### config.mk
export PLATFORM = sky130hd
export DESIGN_NAME = rv_main_decoder
export DESIGN_NICKNAME = d
export VERILOG_FILES = /design/src/rtl/rv_main_decoder.sv
export SDC_FILE = /design/constraint.sdc
export NUM_CORES = 1
export LEC_CHECK = 0
export ABC_AREA = 1
export CELL_PAD_IN_SITES_DETAIL_PLACEMENT = 0
export CELL_PAD_IN_SITES_GLOBAL_PLACEMENT = 1
export CORE_MARGIN = 2
export CORE_UTILIZATION = 23
export DETAILED_ROUTE_END_ITERATION = 8
export PLACE_DENSITY_LB_ADDON = 0.1
export SLEW_MARGIN = 20
export SYNTH_ARGS = -nofsm -noshare
export SYNTH_HDL_FRONTEND = slang
export SYNTH_SLANG_ARGS = --single-unit
### constraint.sdc
create_clock -name clk -period 1.1 [get_ports clk]
set_input_delay 0.11 -clock clk [delete_from_list [all_inputs] [get_ports clk]]
set_output_delay 0.11 -clock clk [all_outputs]
set_load 0.01 [all_outputs]
### src/rtl/rv_main_decoder.sv
// rv_main_decoder: registered control unit for the RV32I core.
// Decodes opcode, funct3, instruction bit 30 and the ALU zero flag into
// the datapath control word. The whole word is flopped, so a decode
// appears one clock after its inputs are sampled.
module rv_main_decoder (
  input  logic       clk,
  input  logic       rst,
  input  logic [6:0] op,
  input  logic [2:0] funct3,
  input  logic       funct7,
  input  logic       zero,
  output logic       reg_write,
  output logic [1:0] imm_src,
  output logic       alu_src,
  output logic       mem_write,
  output logic [1:0] result_src,
  output logic       branch,
  output logic       jump,
  output logic [2:0] alu_control,
  output logic       pc_src,
  output logic       illegal
);

  localparam logic [6:0] OP_LOAD   = 7'b0000011;
  localparam logic [6:0] OP_STORE  = 7'b0100011;
  localparam logic [6:0] OP_RTYPE  = 7'b0110011;
  localparam logic [6:0] OP_BRANCH = 7'b1100011;
  localparam logic [6:0] OP_IALU   = 7'b0010011;
  localparam logic [6:0] OP_JAL    = 7'b1101111;

  localparam logic [2:0] ALU_ADD = 3'b000;
  localparam logic [2:0] ALU_SUB = 3'b001;
  localparam logic [2:0] ALU_AND = 3'b010;
  localparam logic [2:0] ALU_OR  = 3'b011;
  localparam logic [2:0] ALU_XOR = 3'b100;
  localparam logic [2:0] ALU_SLT = 3'b101;
  localparam logic [2:0] ALU_SLL = 3'b110;
  localparam logic [2:0] ALU_SRL = 3'b111;

  logic       regWrite_d,   regWrite_q;
  logic [1:0] immSrc_d,     immSrc_q;
  logic       aluSrc_d,     aluSrc_q;
  logic       memWrite_d,   memWrite_q;
  logic [1:0] resultSrc_d,  resultSrc_q;
  logic       branch_d,     branch_q;
  logic       jump_d,       jump_q;
  logic [2:0] aluControl_d, aluControl_q;
  logic       pcSrc_d,      pcSrc_q;
  logic       illegal_d,    illegal_q;
  logic [1:0] aluOp;

  // Main decode: opcode selects the instruction class and its control fields.
  always_comb begin
    regWrite_d  = 1'b0;
    immSrc_d    = 2'b00;
    aluSrc_d    = 1'b0;
    memWrite_d  = 1'b0;
    resultSrc_d = 2'b00;
    branch_d    = 1'b0;
    jump_d      = 1'b0;
    aluOp       = 2'b00;
    illegal_d   = 1'b0;
    case (op)
      OP_LOAD: begin
        regWrite_d  = 1'b1;
        aluSrc_d    = 1'b1;
        resultSrc_d = 2'b01;
      end
      OP_STORE: begin
        immSrc_d   = 2'b01;
        aluSrc_d   = 1'b1;
        memWrite_d = 1'b1;
      end
      OP_RTYPE: begin
        regWrite_d = 1'b1;
        aluOp      = 2'b10;
      end
      OP_BRANCH: begin
        immSrc_d = 2'b10;
        branch_d = 1'b1;
        aluOp    = 2'b01;
      end
      OP_IALU: begin
        regWrite_d = 1'b1;
        aluSrc_d   = 1'b1;
        aluOp      = 2'b10;
      end
      OP_JAL: begin
        regWrite_d  = 1'b1;
        immSrc_d    = 2'b11;
        resultSrc_d = 2'b10;
        jump_d      = 1'b1;
      end
      default: illegal_d = 1'b1;
    endcase
  end

  // ALU decode: subtract only for R-type with bit 30 set; I-type always adds.
  always_comb begin
    aluControl_d = ALU_ADD;
    case (aluOp)
      2'b01: aluControl_d = ALU_SUB;
      2'b10: begin
        case (funct3)
          3'b000:  aluControl_d = (op[5] && funct7) ? ALU_SUB : ALU_ADD;
          3'b001:  aluControl_d = ALU_SLL;
          3'b010:  aluControl_d = ALU_SLT;
          3'b100:  aluControl_d = ALU_XOR;
          3'b101:  aluControl_d = ALU_SRL;
          3'b110:  aluControl_d = ALU_OR;
          3'b111:  aluControl_d = ALU_AND;
          default: aluControl_d = ALU_ADD;
        endcase
      end
      default: aluControl_d = ALU_ADD;
    endcase
  end

  // Next-PC select: funct3[0] inverts the sense of the zero flag (beq/bne).
  always_comb begin
    pcSrc_d = jump_d | (branch_d & (zero ^ funct3[0]));
  end

  // Output register; reset loads an all-zero NOP control word.
  always_ff @(posedge clk) begin
    if (rst) begin
      regWrite_q   <= 1'b0;
      immSrc_q     <= 2'b00;
      aluSrc_q     <= 1'b0;
      memWrite_q   <= 1'b0;
      resultSrc_q  <= 2'b00;
      branch_q     <= 1'b0;
      jump_q       <= 1'b0;
      aluControl_q <= 3'b000;
      pcSrc_q      <= 1'b0;
      illegal_q    <= 1'b0;
    end else begin
      regWrite_q   <= regWrite_d;
      immSrc_q     <= immSrc_d;
      aluSrc_q     <= aluSrc_d;
      memWrite_q   <= memWrite_d;
      resultSrc_q  <= resultSrc_d;
      branch_q     <= branch_d;
      jump_q       <= jump_d;
      aluControl_q <= aluControl_d;
      pcSrc_q      <= pcSrc_d;
      illegal_q    <= illegal_d;
    end
  end

  assign reg_write   = regWrite_q;
  assign imm_src     = immSrc_q;
  assign alu_src     = aluSrc_q;
  assign mem_write   = memWrite_q;
  assign result_src  = resultSrc_q;
  assign branch      = branch_q;
  assign jump        = jump_q;
  assign alu_control = aluControl_q;
  assign pc_src      = pcSrc_q;
  assign illegal     = illegal_q;

endmodule

### Word-level counts from Yosys, hierarchy flattened

Cells that the tools add are included.

* register bits after elaboration: 14
* word-level logic and storage cells: 45
* memory bits (read-only): 0
* memories: 0
* latch bits: 0
* bits in writable memories: 0
* output and inout port bits: 14
* input port bits: 14

* equality and inequality tests: 14
* order comparisons: 0
* shift-type cells: 0
* add/sub/neg operators: 0
* reduce and logical (&&, ||, !) cells: 6
* multiplexer cells: 12
* multiply operators: 0
* divide/modulo/power cells: 0
* bitwise gates (word level): 3

Operator list (count)
* 3-bit one-hot mux with 7 select lines: 1
* 7-bit by 6-bit equality test with 1-bit output, second input constant: 2
* 7-bit equality test, second input constant: 2
* 3-bit equality test, second input constant: 4
* 2-bit one-hot mux with 2 select lines: 2
* 7-bit by 2-bit equality test with 1-bit output, second input constant: 1
* 7-bit by 5-bit equality test with 1-bit output, second input constant: 1
* 1-bit two-way mux: 7
* 2-bit one-hot mux with 3 select lines: 1
* 3-bit one-hot mux with 2 select lines: 1
* 6-bit OR reduction: 1
* 4-bit OR reduction: 1
* 3-bit by 1-bit equality test with 1-bit output, second input constant: 1
* 3-bit by 2-bit equality test with 1-bit output, second input constant: 1
* 3-bit logical NOT: 1
* 3-bit OR reduction: 1
* 2-bit by 1-bit equality test with 1-bit output, second input constant: 1
* 2-bit equality test, second input constant: 1
* 2-bit OR reduction: 1
* 1-bit AND: 1
* 1-bit logical AND: 1
* 1-bit OR: 1
* 1-bit bitwise XOR: 1

### Logic depth before layout (Yosys ltp)

* depth after elaboration: 5
* gate-level depth with buffers: 10
* mapped depth without buffers: 10

### Least setup slack after synthesis

Ideal clock, no wire load.

* path kind: input to register
* start point: input port op[0]
* end point: register aluControl_q[2], in the netlist alu_control[2]
* stages: 10
* setup time: 0.070 ns
* buffers on the path: 0
* path slack: -0.023 ns
* arrival: 1.053 ns
* cells stage by stage: nand2_1 > nor2_2 > nand2_2 > nor2_4 > inv_2 > nor2_2 > ha_1 > inv_1 > nand4_1 > a21oi_1

* word-level cells in the longest chain between the ends: 5
* elaborated cells between the ends (all ways): 8
* classes of those cells: 5 x eq/ne; 2 x mux; 1 x reduce/logical

Ends and longest elaborated chain
* from (decl): RTL line 8 `input logic [6:0] op,`
* 7-bit by 5-bit equality test with 1-bit output / 7-bit by 6-bit equality test with 1-bit output (equally long branches): RTL line 63 `case (op)`
* 2-bit OR reduction (no line)
* 2-bit one-hot mux with 2 select lines *: RTL line 63
* 2-bit equality test / 2-bit by 1-bit equality test with 1-bit output (equally long branches): RTL line 101 `case (aluOp)`
* 3-bit one-hot mux with 2 select lines *: RTL line 101
* to (signal assigned): RTL line 145 `aluControl_q <= aluControl_d;`
* to (decl): RTL line 47 `logic [2:0] aluControl_d, aluControl_q;`

Every way passes the cells marked *; elsewhere a longest branch is shown, timed or not.
A chain may end at the register's enable or synchronous reset.

### Worst setup path in the final report

Ends and elaborated chain as after synthesis.

==> summary.txt <==
=================================================================================
Worst-Margin Slew                                                          203 ps
Count of hold buffers inserted by post-cts repair                               0
Top achievable clock speed                                              0.998 GHz
Cell with the most instances after synthesis                         sky130_fd_sc_hd__nand2_1
Global-route wire length before repair                                    2.10 mm
Clock tree from TritonCTS                                                   built
Antenna viol nets, final                                                        0
Headroom to the max-slew limit                                              86.4%
Ratio of total power to cell area                                      887 mW/mm²
Total congestion overflow                                                       0
EDFF count, synth                                                               0
Total nets after synthesis                                                     90
Area delta synth->final                                                     82.9%
# fillers                                                                     252
Proportion of synthesized chip area in sequential cells                     46.3%
Tightest Hold Check Type                                             primary input to flop
Slew Limit Fails                                                                0
Initial DRT Pass Iterations                                                     4
CP startpoint kind                                                   primary input
Worst-case hold slack                                                      182 ps
Die boundary height                                                       53.4 µm
Register cell area after layout                                           260 µm²
Leakage                                                                  0.560 nW
Post-route design area                                                0.00103 mm²
Top FF cell, synth                                                   sky130_fd_sc_hd__dfxtp_1
Critical path required time                                               1310 ps
Final-report setup violation count                                              0
List of most frequent post-synthesis cells                           15 x sky130_fd_sc_hd__nand2_1, 13 x sky130_fd_sc_hd__dfxtp_1, 13 x sky130_fd_sc_hd__inv_1
Warnings from Yosys                                                             0
Number of cells produced by synthesis                                          74
Clock-pin transition on the worst setup and hold timing paths               80 ps
Mean instance size in the synthesized netlist                            7.59 µm²
Setup crit end kind                                                          flop
Starting density of the core                                                24.9%
Die Outline Area                                                      0.00285 mm²
Total Wirelength                                                          1.21 mm
Unrepaired setup endpoints after global routing                                no
Final Hold Viols                                                                0
Violation count after the first detailed-routing iteration                     11
Die width                                                                 53.4 µm
DPL Wire Length                                                           1.02 mm
Arrival time of the worst setup path                                      1210 ps
Largest net degree at the start of global routing                               8
Vias after detailed routing                                                   565
Maximum buffer depth of the clock tree                                          2
Number of top-level pins                                                       28
Count of max-cap constraint violations                                          0
Final worst-path cycle share                                                91.1%
Area taken by multi-input logic gates                                     267 µm²
Number of antenna violations at the first check in global routing               0
Start point of the worst min-delay path                                     op[5]
Inserted Clock Buffers                                                          3
Final GP Congestion                                                         0.690
Post-Synthesis Cell Area                                                  562 µm²
Worst-case vdd ir drop                                                   0.429 mV
Antenna Cells                                                                   0
Standard-cell rows                                                             17
Final layout net count                                                        137
CP Launch Point                                                             op[0]
Remaining DRCs                                                                  0
Async set-or-reset flop fraction in the synthesized netlist                    0%
Post-DR vias/cell                                                            3.82
Most area-hungry cell type in the Yosys netlist                      sky130_fd_sc_hd__dfxtp_1
Leading post-synthesis cells by cell area                            sky130_fd_sc_hd__dfxtp_1 46%, sky130_fd_sc_hd__nand2_1 10%, sky130_fd_sc_hd__inv_1 8.7%
Clock sink count                                                               13
Overall fraction of global-route tracks in use                              10.3%
Core region area                                                      0.00225 mm²
Fraction of layout cells with a size suffix above 1                         30.0%
Total of flip-flops plus latches after synthesis                               13
Startpoint-to-endpoint class of the critical path                    primary input to flop
Result of the run                                                       completed
Area post-placement                                                       950 µm²
Fin crit period                                                           1000 ps
Routed WL per cell                                                        8.17 µm
Yosys cell types                                                               17
Maximum fanout encountered on the critical timing path                          2
Number of levels in the clock H-tree                                            1
Vias in the first global route                                                533
Portion of synthesized cell area occupied by the leading cell type          46.3%
Port Buf Inserts                                                               27
Root Driver                                                          sky130_fd_sc_hd__clkbuf_4
=================================================================================
==> flip-flops by register name (all words and copies together), names as in the netlist <==
| register | flops |
|---|---|
| reg_write | 1 |
| mem_write | 1 |
| result_src | 2 |
| branch | 1 |
| pc_src | 1 |
| illegal | 1 |
| alu_src | 1 |
| alu_control | 3 |
| imm_src | 2 |
==> worst paths after layout <==
kind / endpoint / cells past startpoint
worst max-delay path: alu_control[2] / 11
worst min-delay path: result_src[0] / 3
==> final cells by class <==
cell class                      instances  area share [%]
Timing Repair Buffer                   43            36.9
Multi-Input combinational cell         44            25.9
Sequential cell                        13            25.3
Inverter                               16            5.85
Tap cell                               28            3.41
Clock buffer                            4            2.56
==> through the flow <==
stage	TNS (ps)	utilization, %	total power, mW	setup slack [ps]	std cells
after global routing	0	45.6	0.971	1.97	148
after global placement	-3290	42.1	0.626	-505	140
after detailed placement	-3440	42.1	0.625	-539	140
final	0	45.6	0.911	98.2	148
after CTS	0	44.8	0.922	2.77	148
after floorplan	-22.7	-	0.529	-22.7	74
==> repair_timing <==
item | in CTS | in global routing
pin swaps | 9 | 8
setup buffers | 4 | 0
resized for setup | 27 | 7
setup endpoints to repair | 17 | 3
==> layer usage <==
layer  vias to the layer above  global-route usage [%]  part of all wire (%)
li1                        319                       -                     -
met4                         0                    6.41                  0.99
met3                         2                    2.54                   6.2
met2                        18                    15.6                    46
met1                       226                    12.9                    47
met5                         -                       0                     0
==> power breakdown <==
part	leakage, nW	total (mW)	switching (mW)	internal [mW]
clock network	0.0150	0.294	0.154	0.140
registers	0.105	0.475	0.000880	0.474
logic	0.439	0.141	0.0598	0.0814
==> cell usage in the layout, fill, tap and decap left out <==
master,instances
sky130_fd_sc_hd__xnor2_1,1
sky130_fd_sc_hd__nor2_1,4
sky130_fd_sc_hd__inv_1,11
sky130_fd_sc_hd__inv_2,5
sky130_fd_sc_hd__nor2_2,1
sky130_fd_sc_hd__clkbuf_1,1
sky130_fd_sc_hd__nand4_1,1
sky130_fd_sc_hd__nand3_2,1
sky130_fd_sc_hd__buf_4,14
sky130_fd_sc_hd__a21oi_1,5
sky130_fd_sc_hd__nor2_4,3
sky130_fd_sc_hd__dlygate4sd2_1,17
sky130_fd_sc_hd__clkdlybuf4s15_1,3
sky130_fd_sc_hd__nand2_2,4
sky130_fd_sc_hd__nand3_1,4
sky130_fd_sc_hd__buf_6,2
sky130_fd_sc_hd__ha_4,1
sky130_fd_sc_hd__clkbuf_4,3
sky130_fd_sc_hd__o21ai_1,1
sky130_fd_sc_hd__nand2_1,14
sky130_fd_sc_hd__o21ai_2,1
sky130_fd_sc_hd__dfxtp_1,13
sky130_fd_sc_hd__nor3_1,2
sky130_fd_sc_hd__dlymetal6s2s_1,1
sky130_fd_sc_hd__ha_2,1
sky130_fd_sc_hd__clkdlybuf4s50_1,6
==> cells by family after synthesis <==
kind of cell               Yosys count  synth area share (%)
and+or+nand+nor                     34                  28.7
buffers and inverters               17                  12.0
DFF                                 13                  46.3
AOI/OAI and AO/OA                    7                  6.90
adders and majority gates            2                  4.45
xor gates and xnor gates             1                  1.56
==> critical path, cell delays in order <==
cell	delay, ps
sky130_fd_sc_hd__clkdlybuf4s15_1	170
sky130_fd_sc_hd__nand2_2	60
sky130_fd_sc_hd__nor2_2	80
sky130_fd_sc_hd__nand2_2	80
sky130_fd_sc_hd__buf_6	120
sky130_fd_sc_hd__nor2_4	80
sky130_fd_sc_hd__inv_2	60
sky130_fd_sc_hd__ha_4	230
sky130_fd_sc_hd__inv_2	50
sky130_fd_sc_hd__nand4_1	60
sky130_fd_sc_hd__a21oi_1	110
Power figures use the tool's default switching activity.
==> variant 1 (same settings) <==
Remove the register `memWrite_q`: a continuous assignment takes its place, so the output `mem_write` follows one clock earlier.
--- a/src/rtl/rv_main_decoder.sv
+++ b/src/rtl/rv_main_decoder.sv
@@ -127,7 +127,6 @@
       regWrite_q   <= 1'b0;
       immSrc_q     <= 2'b00;
       aluSrc_q     <= 1'b0;
-      memWrite_q   <= 1'b0;
       resultSrc_q  <= 2'b00;
       branch_q     <= 1'b0;
       jump_q       <= 1'b0;
@@ -138,7 +137,6 @@
       regWrite_q   <= regWrite_d;
       immSrc_q     <= immSrc_d;
       aluSrc_q     <= aluSrc_d;
-      memWrite_q   <= memWrite_d;
       resultSrc_q  <= resultSrc_d;
       branch_q     <= branch_d;
       jump_q       <= jump_d;
@@ -147,6 +145,8 @@
       illegal_q    <= illegal_d;
     end
   end
+
+  assign memWrite_q = memWrite_d;
 
   assign reg_write   = regWrite_q;
   assign imm_src     = immSrc_q;
Formal check against the unedited RTL: not equivalent (a bounded check fails within 4 cycles, from zero or initial values and one cycle with rst high).
==> variant 1 against the unedited design <==
Cell area fell by 0.61%; combinational power rose by 9.9%; wire length up 5.0%; synthesized area grew 2.2%; cell count rose by 2.7%; power down 7.4%; largest power group unchanged; sequential cell count fell by 1; setup slack worse by 18 ps; count of clock-buffer cells in the layout shrank 1; critical path depth fell by 5.
==> variant 1: results (changes against the unedited design) <==
stage,metric,value,unit,change
pwr,peakVddDrop,408,µV,was 429 µV
worst_setup_path,crit_end,mem_write,,was alu_control[2]$_SDFF_PP0_
pwr,powerSeq,0.000439,W,was 0.000475 W
global_route,grt_pass1_vias,542,,was 533
drt,wl_met2,605,µm,was 554 µm
logic_synthesis,synthTopCellsByCount,"14 x nand2_1, 12 x dfxtp_1, 12 x inv_1",,"was 15 x nand2_1, 13 x dfxtp_1, 13 x inv_1"
hold_path,worstHoldPathCells,4,,was 3
global_route,track_usage,0.105,,was 0.103
placed_design,place_inst,147,,was 140
global_route,grt_max_degree,7,,was 8
run_status,status,"finished, final reports clean",,unchanged
timing,fin_ws,80.2,ps,was 98.2 ps
final_layout,drive_gt1_frac,0.295,,was 0.300
pwr,swShare,0.229,,was 0.236
logic_synthesis,synth_nets,94,,was 90
timing,fin_hold_ws,364,ps,was 182 ps
drt,m1WireLength,559,µm,was 566 µm
clock_tree,post_cts_buffers,2,,was 4
worst_setup_path,cp_slowest_cell,dlygate4sd2_1,,was ha_4
pwr,seq_power_share,0.521,,was 0.522
placed_design,pre_cts_slack,-513,ps,was -539 ps
logic_synthesis,synth.yosys.seq_area_share,0.418,,was 0.463
worst_setup_path,cp_max_fo,4,,was 2
drt,firstDrtPassIters,5,,was 4
timing,slew_headroom,0.867,,was 0.864
## variant 1: cell types whose count changed in the layout (fill, tap and decap cells not counted), sizes merged
| cell | delta |
|---|---|
| nor2 | +7 |
| inv | -1 |
| nand2 | +1 |
| dfxtp | -1 |
| xnor2 | -1 |
| clkbuf | -1 |
| nand3 | +1 |
| dlygate4sd2 | +3 |
| dlymetal6s2s | -1 |
| xor2 | +1 |
| clkdlybuf4s15 | -3 |
| o21ai | +1 |
| a21oi | -2 |
| nor3 | -2 |
## variant 1: cell type report
cell class	instances	area, µm²
clock buffer	3	22.5
fill	266	1390
inverter	15	56.3
multi-input combinational	50	295
sequential	12	240
tap	30	37.5
timing repair buffer	42	369
## variant 1: kinds of logic after synthesis
group	after synthesis	synth area share
adder cells (fa/ha/maj)	2	0.0436
XOR/XNOR	1	0.0153
flip-flops	12	0.418
AND/OR/NAND/NOR	41	0.359
AO/OA/AOI/OAI	6	0.0523
buffers and inverters	16	0.111
==> variant 2 (same settings) <==
Made on the original files. Reset style: asynchronous (`rst`), changed in one clocked block.
--- a/src/rtl/rv_main_decoder.sv
+++ b/src/rtl/rv_main_decoder.sv
@@ -122,7 +122,7 @@
   end
 
   // Output register; reset loads an all-zero NOP control word.
-  always_ff @(posedge clk) begin
+  always_ff @(posedge clk or posedge rst) begin
     if (rst) begin
       regWrite_q   <= 1'b0;
       immSrc_q     <= 2'b00;
Check against the original RTL: differs if rst is asserted again (counterexample within 4 cycles, from zero or initial values and one cycle with rst high); with rst held inactive, the same outputs for 10 cycles.
==> variant 2 against the unedited design <==
Cell area rose by 0.37%; power fell by 1.9%; clock power fell by 6%; maximum frequency fell by 1.8%; wire length fell by 3.9%; synthesized area rose by 11%; first-iteration DRC count fell by 64%; setup slack got worse by 18 ps; sequential cell count did not move; critical path type is now reg2out; critical endpoint is now result_src[1]; highest routed layer unchanged.
==> variant 2: results (changes against the unedited design) <==
stage,metric,value,unit,change
run_status,status,"finished, final reports clean",,unchanged
pwr,leakage,0.611,nW,was 0.560 nW
global_route,grt_pass1_wl,2.07,mm,was 2.10 mm
worst_setup_path,crit_arrival,910,ps,was 1210 ps
logic_synthesis,synth_area_leaders,"dfrtp_1 52%, inv_1 9.7%, nand2_1 5.4%",,"was dfxtp_1 46%, nand2_1 10%, inv_1 8.7%"
worst_setup_path,setup.worst_path.start,result_src[1]$_DFF_PP0_,,was op[0]
placed_design,io_buffers,27,,unchanged
placed_design,place_congestion,0.710,,was 0.690
logic_synthesis,synth_cell_types,19,,was 17
logic_synthesis,synth_nets,84,,was 90
final_layout,final_cells,139,,was 148
final_layout,antennaDiodeCount,0,,unchanged
global_route,antenna_found_initial,0,,unchanged
drt,vias_per_cell,3.83,,was 3.82
placed_design,hpwl,969,µm,was 1.02 mm
worst_setup_path,crit_path_max_incr_delay,370,ps,was 230 ps
global_route,grt_pass1_vias,516,,was 533
pwr,peakVddDrop,438,µV,was 429 µV
drt,firstDrtPassIters,2,,was 4
logic_synthesis,syn_area_per_cell,9.14,µm²,was 7.59 µm²
clock_tree,clkSlewWorstSetupHoldPaths,70,ps,
worst_setup_path,cp_slowest_cell,dfrtp_1,,was ha_4
hold_path,holdCritPathClass,in2async,,was in2reg
final_layout,largest_reg_flops,3,,unchanged
logic_synthesis,ys_async_sr_fraction,1.00,,was 0
final_layout,fillers,290,,was 252
timing,max_freq,980,MHz,was 998 MHz
logic_synthesis,synth_warnings,0,,unchanged
worst_setup_path,crit_end,result_src[1],,was alu_control[2]$_SDFF_PP0_
logic_synthesis,synth.yosys.seq_area_share,0.523,,was 0.463
drt,post_drt_wl_per_cell,8.36,µm,was 8.17 µm
placed_design,pre_cts_slack,-457,ps,was -539 ps
timing,worst_pin_slew,247,ps,was 203 ps
logic_synthesis,synthTopCellsByCount,"16 x inv_1, 13 x dfrtp_1, 9 x nand2_1, 9 x nor2_1",,"was 15 x nand2_1, 13 x dfxtp_1, 13 x inv_1"
worst_setup_path,critical_path.top_delay_family,flip-flops,,was buffers and inverters
final_layout,drive_gt1_frac,0.303,,was 0.300
final_layout,nets,126,,was 137
clock_tree,cts_root_buf,clkbuf_4,,unchanged
clock_tree,cts.path.max_buffers,2,,unchanged
logic_synthesis,synth_top_area_frac,0.523,,was 0.463
clock_tree,cts_made_buffers,3,,unchanged
worst_setup_path,cp_max_fo,2,,unchanged
global_route,grt_max_degree,14,,was 8
global_route,track_usage,0.0870,,was 0.103
drt,dr.first_iter.drc_count,4,,was 11
clock_tree,cts_max_level,1,,unchanged
logic_synthesis,synth_edf_count,0,,unchanged
## variant 2: cell count changes after synthesis, moves of 5 or more
| cell | unedited run | this run |
|---|---|---|
| dfrtp_1 | 0 | 13 |
| dfxtp_1 | 13 | 0 |
| nand2_1 | 15 | 9 |
| nor2_1 | 4 | 9 |
## variant 2: repair_timing
item                                    4_1_cts  5_1_grt
buffers inserted                              1        0
resized for setup                            32        0
endpoints found under the setup margin       17        0
hold buffers                                  0        0
endpoints found under the hold margin         0        0
## variant 2: cells by family (layout without fill, tap and decap cells)
group	after synthesis	in the layout	synth area share
AOI/OAI and AO/OA	5	5	0.0503
xor gates and xnor gates	1	1	0.0141
adders and majority gates	2	2	0.0402
buffers and inverters	17	58	0.109
DFF	13	13	0.523
and+or+nand+nor	30	30	0.264
## variant 2: cell type report
class	count	area share
clock buffer	4	0.0255
inverter	16	0.0583
multi-input combinational	38	0.244
sequential	13	0.316
tap	30	0.0364
timing repair buffer	38	0.320
## variant 2: worst min path at each step
| stage | start | endpoint | depth (start not counted) |
|---|---|---|---|
| after floorplan | rst | alu_control[0]$_DFF_PP0_ | 1 |
| after global placement | rst | pc_src$_DFF_PP0_ | 3 |
| after detailed placement | rst | pc_src$_DFF_PP0_ | 3 |
| after CTS | rst | pc_src$_DFF_PP0_ | 3 |
| after global routing | rst | pc_src$_DFF_PP0_ | 3 |
| final | rst | pc_src$_DFF_PP0_ | 3 |
## variant 2: metrics by stage
step	instance area (µm²)	hold slack (ps)	total power [W]
after floorplan	622	-13.0	0.000547
after global placement	997	413	0.000637
after detailed placement	997	412	0.000637
after CTS	1030	120	0.000909
after global routing	1030	145	0.000949
final	1030	122	0.000894
## variant 2: power by group
group | switching, W | internal, W | total, W | leakage [nW]
sequential | 0.000000861 | 0.000482 | 0.000483 | 0.176
combinational | 0.0000658 | 0.0000703 | 0.000136 | 0.420
clock | 0.000135 | 0.000140 | 0.000275 | 0.0150
## variant 2: routing by layer
metal | track usage | routed length [µm] | vias up
met5 | 0 | 0 | -
met2 | 0.138 | 581 | 17
met3 | 0.0140 | 66 | 2
met4 | 0.0714 | 27 | 0
li1 | - | - | 287
met1 | 0.102 | 487 | 226
